===== src/rtl/control_sequencer.sv =====
// Six-T-state microcoded control unit for the 8-bit bus CPU: one-hot ring counter, halt latch.
// Optional CTRL_JMP_EN enables the JMP opcode (T4 loads PC from the IR address nibble).
module control_sequencer (
    input  logic       clk,
    input  logic       clr,
    input  logic [3:0] opcode,
    output logic [5:0] tstate,
    output logic       halt,
    output logic       pc_inc,
    output logic       pc_out,
    output logic       pc_load,
    output logic       mar_load,
    output logic       ram_out,
    output logic       ir_load,
    output logic       ir_out,
    output logic       acc_load,
    output logic       acc_out,
    output logic       alu_sub,
    output logic       alu_out,
    output logic       breg_load,
    output logic       out_load
);
    localparam logic [3:0] OP_LDA = 4'h0;
    localparam logic [3:0] OP_ADD = 4'h1;
    localparam logic [3:0] OP_SUB = 4'h2;
    localparam logic [3:0] OP_JMP = 4'h3;
    localparam logic [3:0] OP_OUT = 4'hE;
    localparam logic [3:0] OP_HLT = 4'hF;

    typedef enum logic [5:0] {
        T1 = 6'b000001,
        T2 = 6'b000010,
        T3 = 6'b000100,
        T4 = 6'b001000,
        T5 = 6'b010000,
        T6 = 6'b100000
    } state_e;

    state_e state_q, state_d;
    logic   halted_q, halted_d;

    always_ff @(posedge clk) begin
        if (clr) begin
            state_q  <= T1;
            halted_q <= 1'b0;
        end else begin
            state_q  <= state_d;
            halted_q <= halted_d;
        end
    end

    // Halting freezes the ring at T4; only clr leaves that state.
    always_comb begin
        state_d  = state_q;
        halted_d = halted_q;
        if (!halted_q) begin
            case (state_q)
                T1: state_d = T2;
                T2: state_d = T3;
                T3: state_d = T4;
                T4: begin
                    if (opcode == OP_HLT) halted_d = 1'b1;
                    else                  state_d  = T5;
                end
                T5: state_d = T6;
                T6: state_d = T1;
                default: state_d = T1;
            endcase
        end
    end

    always_comb begin
        halt      = 1'b0;
        pc_inc    = 1'b0;
        pc_out    = 1'b0;
        pc_load   = 1'b0;
        mar_load  = 1'b0;
        ram_out   = 1'b0;
        ir_load   = 1'b0;
        ir_out    = 1'b0;
        acc_load  = 1'b0;
        acc_out   = 1'b0;
        alu_sub   = 1'b0;
        alu_out   = 1'b0;
        breg_load = 1'b0;
        out_load  = 1'b0;
        if (!clr) begin
            if (halted_q) begin
                halt = 1'b1;
            end else begin
                case (state_q)
                    T1: begin
                        pc_out   = 1'b1;
                        mar_load = 1'b1;
                    end
                    T2: pc_inc = 1'b1;
                    T3: begin
                        ram_out = 1'b1;
                        ir_load = 1'b1;
                    end
                    T4: begin
                        case (opcode)
                            OP_LDA, OP_ADD, OP_SUB: begin
                                ir_out   = 1'b1;
                                mar_load = 1'b1;
                            end
                            OP_OUT: begin
                                acc_out  = 1'b1;
                                out_load = 1'b1;
                            end
                            OP_HLT: halt = 1'b1;
`ifdef CTRL_JMP_EN
                            OP_JMP: begin
                                ir_out  = 1'b1;
                                pc_load = 1'b1;
                            end
`endif
                            default: ;
                        endcase
                    end
                    T5: begin
                        case (opcode)
                            OP_LDA: begin
                                ram_out  = 1'b1;
                                acc_load = 1'b1;
                            end
                            OP_ADD, OP_SUB: begin
                                ram_out   = 1'b1;
                                breg_load = 1'b1;
                            end
                            default: ;
                        endcase
                    end
                    T6: begin
                        // Only ADD/SUB write back through the ALU; SUB also selects subtract.
                        if (opcode == OP_ADD || opcode == OP_SUB) begin
                            alu_out  = 1'b1;
                            acc_load = 1'b1;
                            alu_sub  = (opcode == OP_SUB);
                        end
                    end
                    default: ;
                endcase
            end
        end
    end

    assign tstate = state_q;
endmodule


===== config.mk =====
export PLATFORM = sky130hd
export DESIGN_NAME = control_sequencer
export DESIGN_NICKNAME = d
export VERILOG_FILES = /design/src/rtl/control_sequencer.sv
export SDC_FILE = /design/constraint.sdc
export NUM_CORES = 1
export LEC_CHECK = 0
export CAP_MARGIN = 25
export CORE_MARGIN = 10
export CORE_UTILIZATION = 38
export CTS_CLUSTER_DIAMETER = 200
export DETAILED_ROUTE_END_ITERATION = 10
export PLACE_DENSITY = 0.76
export SLEW_MARGIN = 20
export SYNTH_ARGS = -nofsm -noshare
export SYNTH_HDL_FRONTEND = slang
export SYNTH_SLANG_ARGS = --single-unit

===== constraint.sdc =====
create_clock -name clk -period 1.5 [get_ports clk]
set_input_delay 0.15 -clock clk [delete_from_list [all_inputs] [get_ports clk]]
set_output_delay 0.15 -clock clk [all_outputs]
set_load 0.05 [all_outputs]

==> reports/metrics.json, run 1 <==
{
  "i_o_buffers": {"value": 24},
  "synth-async-reset-ratio": {"value": 0, "unit": "%"},
  "dpl.hpwl": {"value": 1780, "unit": "um"},
  "postSynthCellCount": {"value": 66},
  "ctsHtreeMaxLevel": {"value": 1},
  "dieWidth": {"value": 57.1, "unit": "um"},
  "syn-mean-instance-area": {"value": 7.91, "unit": "um2"},
  "cts.repair.resized": {"value": 26},
  "synthesis_stage_register_bit_count": {"value": 7},
  "clock_tree.root_cell": {"value": "sky130_fd_sc_hd__clkbuf_4"},
  "outcome.stop_stage": {"value": "clock tree synthesis"},
  "netlist_area_pre_place": {"value": 522, "unit": "um2"},
  "clock_sinks": {"value": 7},
  "yosys.cell_types.count": {"value": 31},
  "initial_core_util": {"value": 40.1, "unit": "%"},
  "placedCellCount": {"value": 118},
  "synth.most_common_cell": {"value": "sky130_fd_sc_hd__dfxtp_1"},
  "row_count": {"value": 13},
  "synth_nets": {"value": 72},
  "cts_made_buffers": {"value": 3},
  "synthDominantAreaCellType": {"value": "sky130_fd_sc_hd__dfxtp_1"},
  "synthTopCellsByArea": {"value": "sky130_fd_sc_hd__dfxtp_1 (27%), sky130_fd_sc_hd__nand2b_1 (6.0%), sky130_fd_sc_hd__nor4b_1 (5.0%)"},
  "dieHeight": {"value": 57.1, "unit": "um"},
  "postCtsSetupBuffers": {"value": 6},
  "firstError": {"value": "[ERROR DPL-0033] detailed placement checks failed during check placement."},
  "synth_top_cells_by_count": {"value": "sky130_fd_sc_hd__dfxtp_1 (7), sky130_fd_sc_hd__nand2_1 (6), sky130_fd_sc_hd__nand2b_1 (5), sky130_fd_sc_hd__nor2_1 (5), sky130_fd_sc_hd__inv_1 (4)"},
  "ioPinCount": {"value": 26},
  "dp_worst_setup_slack": {"value": -0.271, "unit": "ns"},
  "yosysWarningCount": {"value": 0},
  "number_of_hold_buffers_added_after_cts": {"value": 0},
  "cts-root-to-sink-buffers": {"value": 2},
  "gp_congestion": {"value": 0.858},
  "dominantRegCellSynth": {"value": "sky130_fd_sc_hd__dfxtp_1"},
  "outcome": {"value": "did not finish"},
  "synth_edf_count": {"value": 0},
  "synth.top_cell.area_share": {"value": 26.9, "unit": "%"},
  "seq_area_frac_synth": {"value": 26.9, "unit": "%"}
}
metrics by stage:
stage | TNS (ns) | area (um2) | util, %
after detailed placement | -2.84 | 1110 | 85.3
after global placement | -2.03 | 1110 | 85.3
after floorplan | -1.01 | 629 | -
cells by family after synthesis:
group	share of synthesized area (%)
buffers and inverters	8.63
other	0.719
AO/OA/AOI/OAI	14.4
AND/OR/NAND/NOR	46.0
flip-flops	26.9
XOR/XNOR	3.36
==> run 2: changes to the inputs <==
--- a/config.mk
+++ b/config.mk
@@ -6,11 +6,10 @@
 export NUM_CORES = 1
 export LEC_CHECK = 0
 export CAP_MARGIN = 25
-export CORE_MARGIN = 10
-export CORE_UTILIZATION = 38
-export CTS_CLUSTER_DIAMETER = 200
+export CORE_AREA = 10 10 71 73
 export DETAILED_ROUTE_END_ITERATION = 10
-export PLACE_DENSITY = 0.76
+export DIE_AREA = 0 0 81 83
+export PLACE_DENSITY_LB_ADDON = 0.15
 export SLEW_MARGIN = 20
 export SYNTH_ARGS = -nofsm -noshare
 export SYNTH_HDL_FRONTEND = slang
==> run 2 against run 1 <==
- the flow now finishes, with violations (negative setup slack)
- synthesized cell count unchanged
- area after synthesis unchanged
==> reports/metrics.json, run 2 <==
{
  "outcome": {"value": "complete, but fails checks"},
  "failed_checks": {"value": "negative setup slack"},
  "seq_area_frac_synth": {"value": 26.9, "unit": "%", "change": "unchanged"},
  "initial_core_util": {"value": 14.4, "unit": "%", "change": "-26 points"},
  "worst_path_max_delay_cell": {"value": "sky130_fd_sc_hd__dfxtp_4"},
  "clock_sinks": {"value": 7, "change": "unchanged"},
  "dominantRegCellSynth": {"value": "sky130_fd_sc_hd__dfxtp_1"},
  "switching_share": {"value": 35.3, "unit": "%"},
  "i_o_buffers": {"value": 24, "change": "unchanged"},
  "worst_setup_path_start_kind": {"value": "flop"},
  "final_min_period": {"value": 1.68, "unit": "ns"},
  "dieHeight": {"value": 83, "unit": "um", "change": "+45%"},
  "drtPass1Iterations": {"value": 2},
  "synth_edf_count": {"value": 0, "change": "unchanged"},
  "syn-mean-instance-area": {"value": 7.91, "unit": "um2", "change": "unchanged"},
  "timing.clock.skew": {"value": 0.000447, "unit": "ns"},
  "antennaDiodeCount": {"value": 0},
  "grt_antenna_before_repair": {"value": 0},
  "ioPinCount": {"value": 26, "change": "unchanged"},
  "max_clock_freq": {"value": 0.594, "unit": "GHz"},
  "clock_latency": {"value": 0.23, "unit": "ns"},
  "worst_setup_path_startpoint": {"value": "tstate[5]"},
  "synth.top_cell.area_share": {"value": 26.9, "unit": "%", "change": "unchanged"},
  "synthesis_stage_register_bit_count": {"value": 7, "change": "unchanged"},
  "power.sequential.fraction": {"value": 27.5, "unit": "%"},
  "tritoncts": {"value": "yes"},
  "mostFrequentLayoutCells": {"value": "sky130_fd_sc_hd__buf_4 (26), sky130_fd_sc_hd__buf_12 (14), sky130_fd_sc_hd__dfxtp_4 (6), sky130_fd_sc_hd__nor4_4 (5)"},
  "yosys.cell_types.count": {"value": 31, "change": "unchanged"},
  "detail_route.wirelength": {"value": 2150, "unit": "um"},
  "number_of_hold_buffers_added_after_cts": {"value": 0, "change": "unchanged"},
  "core_region_area": {"value": 0.00363, "unit": "mm2"},
  "rsz0062_at_grt": {"value": "true"},
  "p_comb_share": {"value": 39.9, "unit": "%"},
  "post_drt_wl_per_cell": {"value": 13.2, "unit": "um"},
  "synth.most_common_cell": {"value": "sky130_fd_sc_hd__dfxtp_1"},
  "finalMaxSlewViolations": {"value": 0},
  "min_period_over_period": {"value": 112, "unit": "%"},
  "largest_reg_flops": {"value": 6},
  "setup.worst_path.end": {"value": "mar_load"},
  "power_per_cell_area": {"value": 611, "unit": "mW/mm2"},
  "drcViolationCount": {"value": 0},
  "clock_power_share": {"value": 32.6, "unit": "%"},
  "worst_ir_drop_vdd": {"value": 0.000201, "unit": "V"},
  "switchingPower": {"value": 290, "unit": "uW"},
  "timing.critical_path.fanout_max": {"value": 3},
  "gp_congestion": {"value": 0.803, "change": "-6.4%"},
  "cts.reportedPaths.clkPinSlew": {"value": 0.04, "unit": "ns"},
  "cp_cell_sequence": {"value": "nor4_4 > buf_4 > nand4_1 > nand2b_4 > buf_12"},
  "synth_top_cells_by_count": {"value": "sky130_fd_sc_hd__dfxtp_1 (7), sky130_fd_sc_hd__nand2_1 (6), sky130_fd_sc_hd__nand2b_1 (5), sky130_fd_sc_hd__nor2_1 (5), sky130_fd_sc_hd__inv_1 (4)"},
  "cts-root-to-sink-buffers": {"value": 2, "change": "unchanged"},
  "finalPower": {"value": 822, "unit": "uW"},
  "layout.cells.most_common": {"value": "sky130_fd_sc_hd__buf_4"},
  "internal_power": {"value": 532, "unit": "uW"},
  "clock_tree.root_cell": {"value": "sky130_fd_sc_hd__clkbuf_8"},
  "grtUsageTotal": {"value": 6.48, "unit": "%"},
  "drive_gt1_share": {"value": 67.5, "unit": "%"},
  "finalSetupViolations": {"value": 13},
  "worst-r2r-setup-slack": {"value": 0.09, "unit": "ns"},
  "antenna_violating_nets_post_route": {"value": 0},
  "report.final.hold_viol_count": {"value": 0},
  "route.detailed.vias_per_inst": {"value": 4.07},
  "overall_die_area": {"value": 0.00672, "unit": "mm2"},
  "grt_pass1_wl": {"value": 3440, "unit": "um"},
  "cp_data_required_time": {"value": 1.35, "unit": "ns"},
  "class_of_the_tightest_hold_or_removal_check": {"value": "in2reg"},
  "post-route-worst-setup-slack": {"value": -0.185, "unit": "ns"},
  "cts_made_buffers": {"value": 3, "change": "unchanged"},
  "power.static_leakage": {"value": 0.000502, "unit": "uW"},
  "worst_setup_path_end_kind": {"value": "primary output"},
  "global_route.overflow_total": {"value": 0},
  "synthDominantAreaCellType": {"value": "sky130_fd_sc_hd__dfxtp_1"},
  "ctsHtreeMaxLevel": {"value": 1, "change": "unchanged"},
  "worst_hold_path.num_cells": {"value": 3},
  "r2r-start": {"value": "tstate[1]"},
  "critPathMaxStageDelay": {"value": 0.36, "unit": "ns"},
  "yosysWarningCount": {"value": 0, "change": "unchanged"},
  "nFillCells": {"value": 387},
  "postSynthCellCount": {"value": 66, "change": "unchanged"},
  "grt_max_degree": {"value": 8},
  "detailedRoute.firstIterationViolations": {"value": 10},
  "reg2regPathDepth": {"value": 4},
  "row_count": {"value": 22, "change": "+9"},
  "area.growth.synth_to_final": {"value": 158, "unit": "%"},
  "number_of_global_route_vias_before_repair": {"value": 706},
  "synth-async-reset-ratio": {"value": 0, "unit": "%", "change": "unchanged"},
  "layout.nets": {"value": 121},
  "synthTopCellsByArea": {"value": "sky130_fd_sc_hd__dfxtp_1 (27%), sky130_fd_sc_hd__nand2b_1 (6.0%), sky130_fd_sc_hd__nor4b_1 (5.0%)"},
  "critical_path_class": {"value": "reg2out"},
  "finish.utilization": {"value": 37.0, "unit": "%"},
  "num_vias": {"value": 660},
  "dpl.hpwl": {"value": 1750, "unit": "um", "change": "-1.5%"},
  "synth_nets": {"value": 72, "change": "unchanged"},
  "dieWidth": {"value": 81, "unit": "um", "change": "+42%"},
  "netlist_area_pre_place": {"value": 522, "unit": "um2", "change": "unchanged"},
  "worst-endpoint-arrival": {"value": 1.53, "unit": "ns"},
  "reg2reg_to": {"value": "tstate[5]"},
  "cap_viol_max_count": {"value": 0}
}
run 2: through the flow:
stage          area [um2]  setup TNS [ns]  hold WS [ns]  std cells  setup WS [ns]
3_3_place_gp         1160           -2.74         0.517        152         -0.305
3_5_place_dp         1160           -2.86         0.518        152         -0.353
6_report             1350           -1.56         0.314        162         -0.185
2_1_floorplan         629           -1.01         0.366         66         -0.448
5_1_grt              1350           -2.64         0.336        162         -0.255
4_1_cts              1270           -1.68         0.483        159         -0.189
run 2: how the worst min path moves through the flow:
stage / from / to
after floorplan: opcode[0] / alu_sub
after global placement: tstate[3] / tstate[3]
after detailed placement: tstate[3] / tstate[3]
after CTS: clr / tstate[2]
after global routing: clr / tstate[2]
final: clr / tstate[2]
run 2: repair_timing:
action	in CTS	in global routing
gates resized for setup	14	14
setup endpoints to repair	13	14
pin swaps	9	6
buffers inserted	3	4
run 2: kinds of logic (layout without fill, tap and decap cells):
kind of cell | after synthesis | in the layout | synth area share [%]
and+or+nand+nor | 36 | 36 | 46.0
AOI/OAI and AO/OA | 12 | 12 | 14.4
buffers and inverters | 8 | 56 | 8.63
DFF | 7 | 7 | 26.9
xor gates and xnor gates | 2 | 2 | 3.36
other | 1 | 1 | 0.719
run 2: power by group through the flow:
stage / Clock [uW] / Sequential [uW] / Combinational [uW]
CTS: 275 / 230 / 303
detailed placement: 0 / 231 / 293
global route: 295 / 227 / 344
global placement: 0 / 233 / 293
finish: 268 / 226 / 328
floorplan: 0 / 267 / 121
run 2: metal layers:
metal / up-vias / part of all wire, % / global-route usage [%]
li1: 332 / - / -
met1: 303 / 38 / 6.74
met2: 21 / 53 / 10.2
met3: 4 / 6.8 / 3.02
met4: 0 / 1.8 / 3.91
met5: - / 0 / 0
run 2: worst max-delay path: cells and delay by family, from the launching register on:
family                 cells  cell delay (ns)
AND/OR/NAND/NOR            3             0.64
buffers and inverters      2             0.30
flip-flops                 1             0.36
run 2: cell type report:
class                           count  area, um2  area share, %
Inverter                            4       18.8           1.40
Timing Repair Buffer               48        551           40.9
Multi-Input combinational cell     51        507           37.7
Clock buffer                        4       45.0           3.35
Sequential cell                     7        164           12.2
Tap cell                           48       60.1           4.47
(Power assumes the default switching activity.)
==> run 3: changes to the inputs <==
--- a/config.mk
+++ b/config.mk
@@ -6,9 +6,9 @@
 export NUM_CORES = 1
 export LEC_CHECK = 0
 export CAP_MARGIN = 25
-export CORE_AREA = 10 10 71 73
+export CORE_AREA = 2 2 63 65
 export DETAILED_ROUTE_END_ITERATION = 10
-export DIE_AREA = 0 0 81 83
+export DIE_AREA = 0 0 65 67
 export PLACE_DENSITY_LB_ADDON = 0.15
 export SLEW_MARGIN = 20
 export SYNTH_ARGS = -nofsm -noshare
==> run 3 against run 2 <==
- the run still ends with negative setup slack left
- sequential cell count is the same
- maximum frequency is 0.95% higher
- setup slack better by 0.016 ns
- clock power is 3% lower
- final area is 4.5% higher
- first-iteration DRC count is 70% higher
- total power increased by 2.4%
- utilization increased by 1.9 points
- sequential share of layout area shrank 0.70 points
- highest routed layer unchanged
- combinational power increased by 8.2%
- register-to-register slack is essentially flat
==> reports/metrics.json, run 3 (synthesis gave the netlist of run 2 again) <==
{
  "overall_die_area": {"value": 0.00436, "unit": "mm2", "change": "-35%"},
  "cts.reportedPaths.clkPinSlew": {"value": 0.04, "unit": "ns", "change": "about the same"},
  "finish.utilization": {"value": 39.0, "unit": "%", "change": "+1.9 points"},
  "route.detailed.vias_per_inst": {"value": 4.07, "change": "about the same"},
  "timing.critical_path.fanout_max": {"value": 4, "change": "+1"},
  "timing.clock.skew": {"value": 0.00224, "unit": "ns", "change": "+0.00180 ns"},
  "dieHeight": {"value": 67, "unit": "um", "change": "-19%"},
  "final_min_period": {"value": 1.67, "unit": "ns", "change": "-0.0158 ns"},
  "switching_share": {"value": 34.5, "unit": "%", "change": "-0.80 points"},
  "switchingPower": {"value": 291, "unit": "uW", "change": "about the same"},
  "drcViolationCount": {"value": 0, "change": "unchanged"},
  "clock_power_share": {"value": 31.0, "unit": "%", "change": "-1.6 points"},
  "antennaDiodeCount": {"value": 0, "change": "unchanged"},
  "largest_reg_flops": {"value": 6, "change": "unchanged"},
  "finish.cell_count_without_fillers": {"value": 165, "change": "+1.9%"},
  "clock_sinks": {"value": 7, "change": "unchanged"},
  "grt_pass1_wl": {"value": 3090, "unit": "um", "change": "-10%"},
  "report.final.hold_viol_count": {"value": 0, "change": "unchanged"},
  "worst-endpoint-arrival": {"value": 1.52, "unit": "ns", "change": "about the same"},
  "global_route.overflow_total": {"value": 0, "change": "unchanged"},
  "cts_made_buffers": {"value": 3, "change": "unchanged"},
  "cp_cell_sequence": {"value": "nor4_4 > nand2_2 > nor4_4 > buf_12"},
  "drtPass1Iterations": {"value": 2, "change": "unchanged"},
  "core_region_area": {"value": 0.00361, "unit": "mm2", "change": "-0.76%"},
  "cp_data_required_time": {"value": 1.35, "unit": "ns", "change": "about the same"},
  "outcome": {"value": "complete, but fails checks"},
  "placedCellCount": {"value": 156, "change": "+2.6%"},
  "cap_viol_max_count": {"value": 0, "change": "unchanged"},
  "num_vias": {"value": 672, "change": "+1.8%"},
  "drive_gt1_share": {"value": 69.2, "unit": "%", "change": "+1.7 points"},
  "detail_route.wirelength": {"value": 1990, "unit": "um", "change": "-7.1%"},
  "mostFrequentLayoutCells": {"value": "sky130_fd_sc_hd__buf_4 (24), sky130_fd_sc_hd__buf_12 (14), sky130_fd_sc_hd__buf_6 (8), sky130_fd_sc_hd__nor4_4 (5), sky130_fd_sc_hd__dfxtp_4 (5)"},
  "power_per_cell_area": {"value": 599, "unit": "mW/mm2", "change": "-2.0%"},
  "cts-root-to-sink-buffers": {"value": 2, "change": "unchanged"},
  "critical_path_buf_inv_count": {"value": 1, "change": "-1"},
  "number_of_global_route_vias_before_repair": {"value": 697, "change": "-1.3%"},
  "critPathTopFamily": {"value": "simple AND/OR/NAND/NOR gates"},
  "postPlaceCellArea": {"value": 0.00119, "unit": "mm2", "change": "+2.6%"},
  "finalSetupViolations": {"value": 13, "change": "unchanged"},
  "dieWidth": {"value": 65, "unit": "um", "change": "-20%"},
  "grt_antenna_before_repair": {"value": 0, "change": "unchanged"},
  "tritoncts": {"value": "yes"},
  "grt_max_degree": {"value": 8, "change": "unchanged"},
  "nFillCells": {"value": 354, "change": "-8.5%"},
  "rsz0062_at_grt": {"value": "true"},
  "grtUsageTotal": {"value": 9.61, "unit": "%", "change": "+3.1 points"},
  "internal_power": {"value": 551, "unit": "uW", "change": "+3.7%"},
  "post_drt_wl_per_cell": {"value": 12.1, "unit": "um", "change": "-8.8%"},
  "initial_core_util": {"value": 14.5, "unit": "%", "change": "+0.11 points"},
  "min_period_over_period": {"value": 111, "unit": "%", "change": "-1.1 points"},
  "finalMaxSlewViolations": {"value": 0, "change": "unchanged"},
  "critical-path-top-cell-by-count": {"value": "sky130_fd_sc_hd__nor4_4"},
  "critical_path_class": {"value": "reg2out"},
  "detailedRoute.firstIterationViolations": {"value": 17, "change": "+7"},
  "dpl.hpwl": {"value": 1560, "unit": "um", "change": "-11%"},
  "antenna_violating_nets_post_route": {"value": 0, "change": "unchanged"},
  "layout.cells.most_common": {"value": "sky130_fd_sc_hd__buf_4"},
  "post-route-worst-setup-slack": {"value": -0.169, "unit": "ns", "change": "+0.0158 ns"},
  "power.static_leakage": {"value": 0.000539, "unit": "uW", "change": "+7.3%"},
  "max_clock_freq": {"value": 0.599, "unit": "GHz", "change": "+0.95%"},
  "row_count": {"value": 22, "change": "unchanged"},
  "critPathMaxStageDelay": {"value": 0.36, "unit": "ns", "change": "about the same"},
  "p_comb_share": {"value": 42.2, "unit": "%", "change": "+2.3 points"},
  "clock_latency": {"value": 0.22, "unit": "ns", "change": "about the same"},
  "failed_checks": {"value": "negative setup slack"},
  "gp_congestion": {"value": 0.788, "change": "-1.9%"},
  "ctsHtreeMaxLevel": {"value": 1, "change": "unchanged"},
  "ioPinCount": {"value": 26, "change": "unchanged"},
  "class_of_the_tightest_hold_or_removal_check": {"value": "in2reg"},
  "worst_setup_path_start_kind": {"value": "flop"},
  "layout.nets": {"value": 124, "change": "+2.5%"},
  "worst_path_max_delay_cell": {"value": "sky130_fd_sc_hd__dfxtp_4"},
  "worst_ir_drop_vdd": {"value": 0.000246, "unit": "V", "change": "+23%"},
  "power.sequential.fraction": {"value": 26.8, "unit": "%", "change": "-0.7 points"},
  "clock_tree.root_cell": {"value": "sky130_fd_sc_hd__clkbuf_8"},
  "hold_ws": {"value": 0.433, "unit": "ns", "change": "+0.118 ns"},
  "final_cell_area": {"value": 0.00141, "unit": "mm2", "change": "+4.5%"},
  "area.growth.synth_to_final": {"value": 169, "unit": "%"},
  "worst_setup_path_end_kind": {"value": "primary output"},
  "i_o_buffers": {"value": 24, "change": "unchanged"}
}
run 3: cell types whose count changed in the layout (fill, tap and decap cells not counted), sizes merged:
cell	delta
buf	+3
dlymetal6s2s	+2
clkbuf	-1
dlygate4sd2	-1
run 3: power groups by stage:
stage / Combinational, uW / Clock [uW] / Sequential [uW]
floorplan: 121 / 0 / 267
global placement: 305 / 0 / 226
detailed placement: 305 / 0 / 226
CTS: 326 / 272 / 224
global route: 371 / 285 / 228
finish: 355 / 261 / 225
run 3: per-layer routing:
layer  track usage [%]  vias up  wire (um)
li1                  -      344          -
met3              3.21        4         78
met4              5.32        0         46
met1              9.97      307        792
met2              17.0       17       1080
met5                 0        -          0
run 3: area by class of cell:
| cell class | count | area, um2 | share of cell area [%] |
|---|---|---|---|
| sequential | 7 | 161 | 11.5 |
| inverter | 4 | 18.8 | 1.34 |
| tap | 48 | 60.1 | 4.27 |
| timing repair buffer | 51 | 603 | 42.9 |
| multi-input combinational | 51 | 517 | 36.8 |
| clock buffer | 4 | 45.0 | 3.21 |
run 3: worst paths after layout:
kind	start	endpoint	slack [ns]	cells after the start
max	halted_q	alu_sub	-0.17	4
min	clr	tstate[5]	0.43	2
max reg2reg	tstate[0]	tstate[5]	0.10	4
min reg2reg	tstate[1]	tstate[1]	0.63	2
run 3: what timing repair did:
item                                    CTS  global route
gates cloned                              0             0
endpoints found under the setup margin   13            15
resized for setup                        15            17
pin swaps                                 8             6
buffers inserted                          0             5
hold buffers                              0             0
run 3: stage by stage:
step	total power, uW	worst slack [ns]	setup TNS [ns]
2_1_floorplan	388	-0.448	-1.01
3_3_place_gp	530	-0.223	-2.59
3_5_place_dp	531	-0.263	-2.74
4_1_cts	823	-0.173	-1.91
5_1_grt	884	-0.249	-2.47
6_report	842	-0.169	-1.57
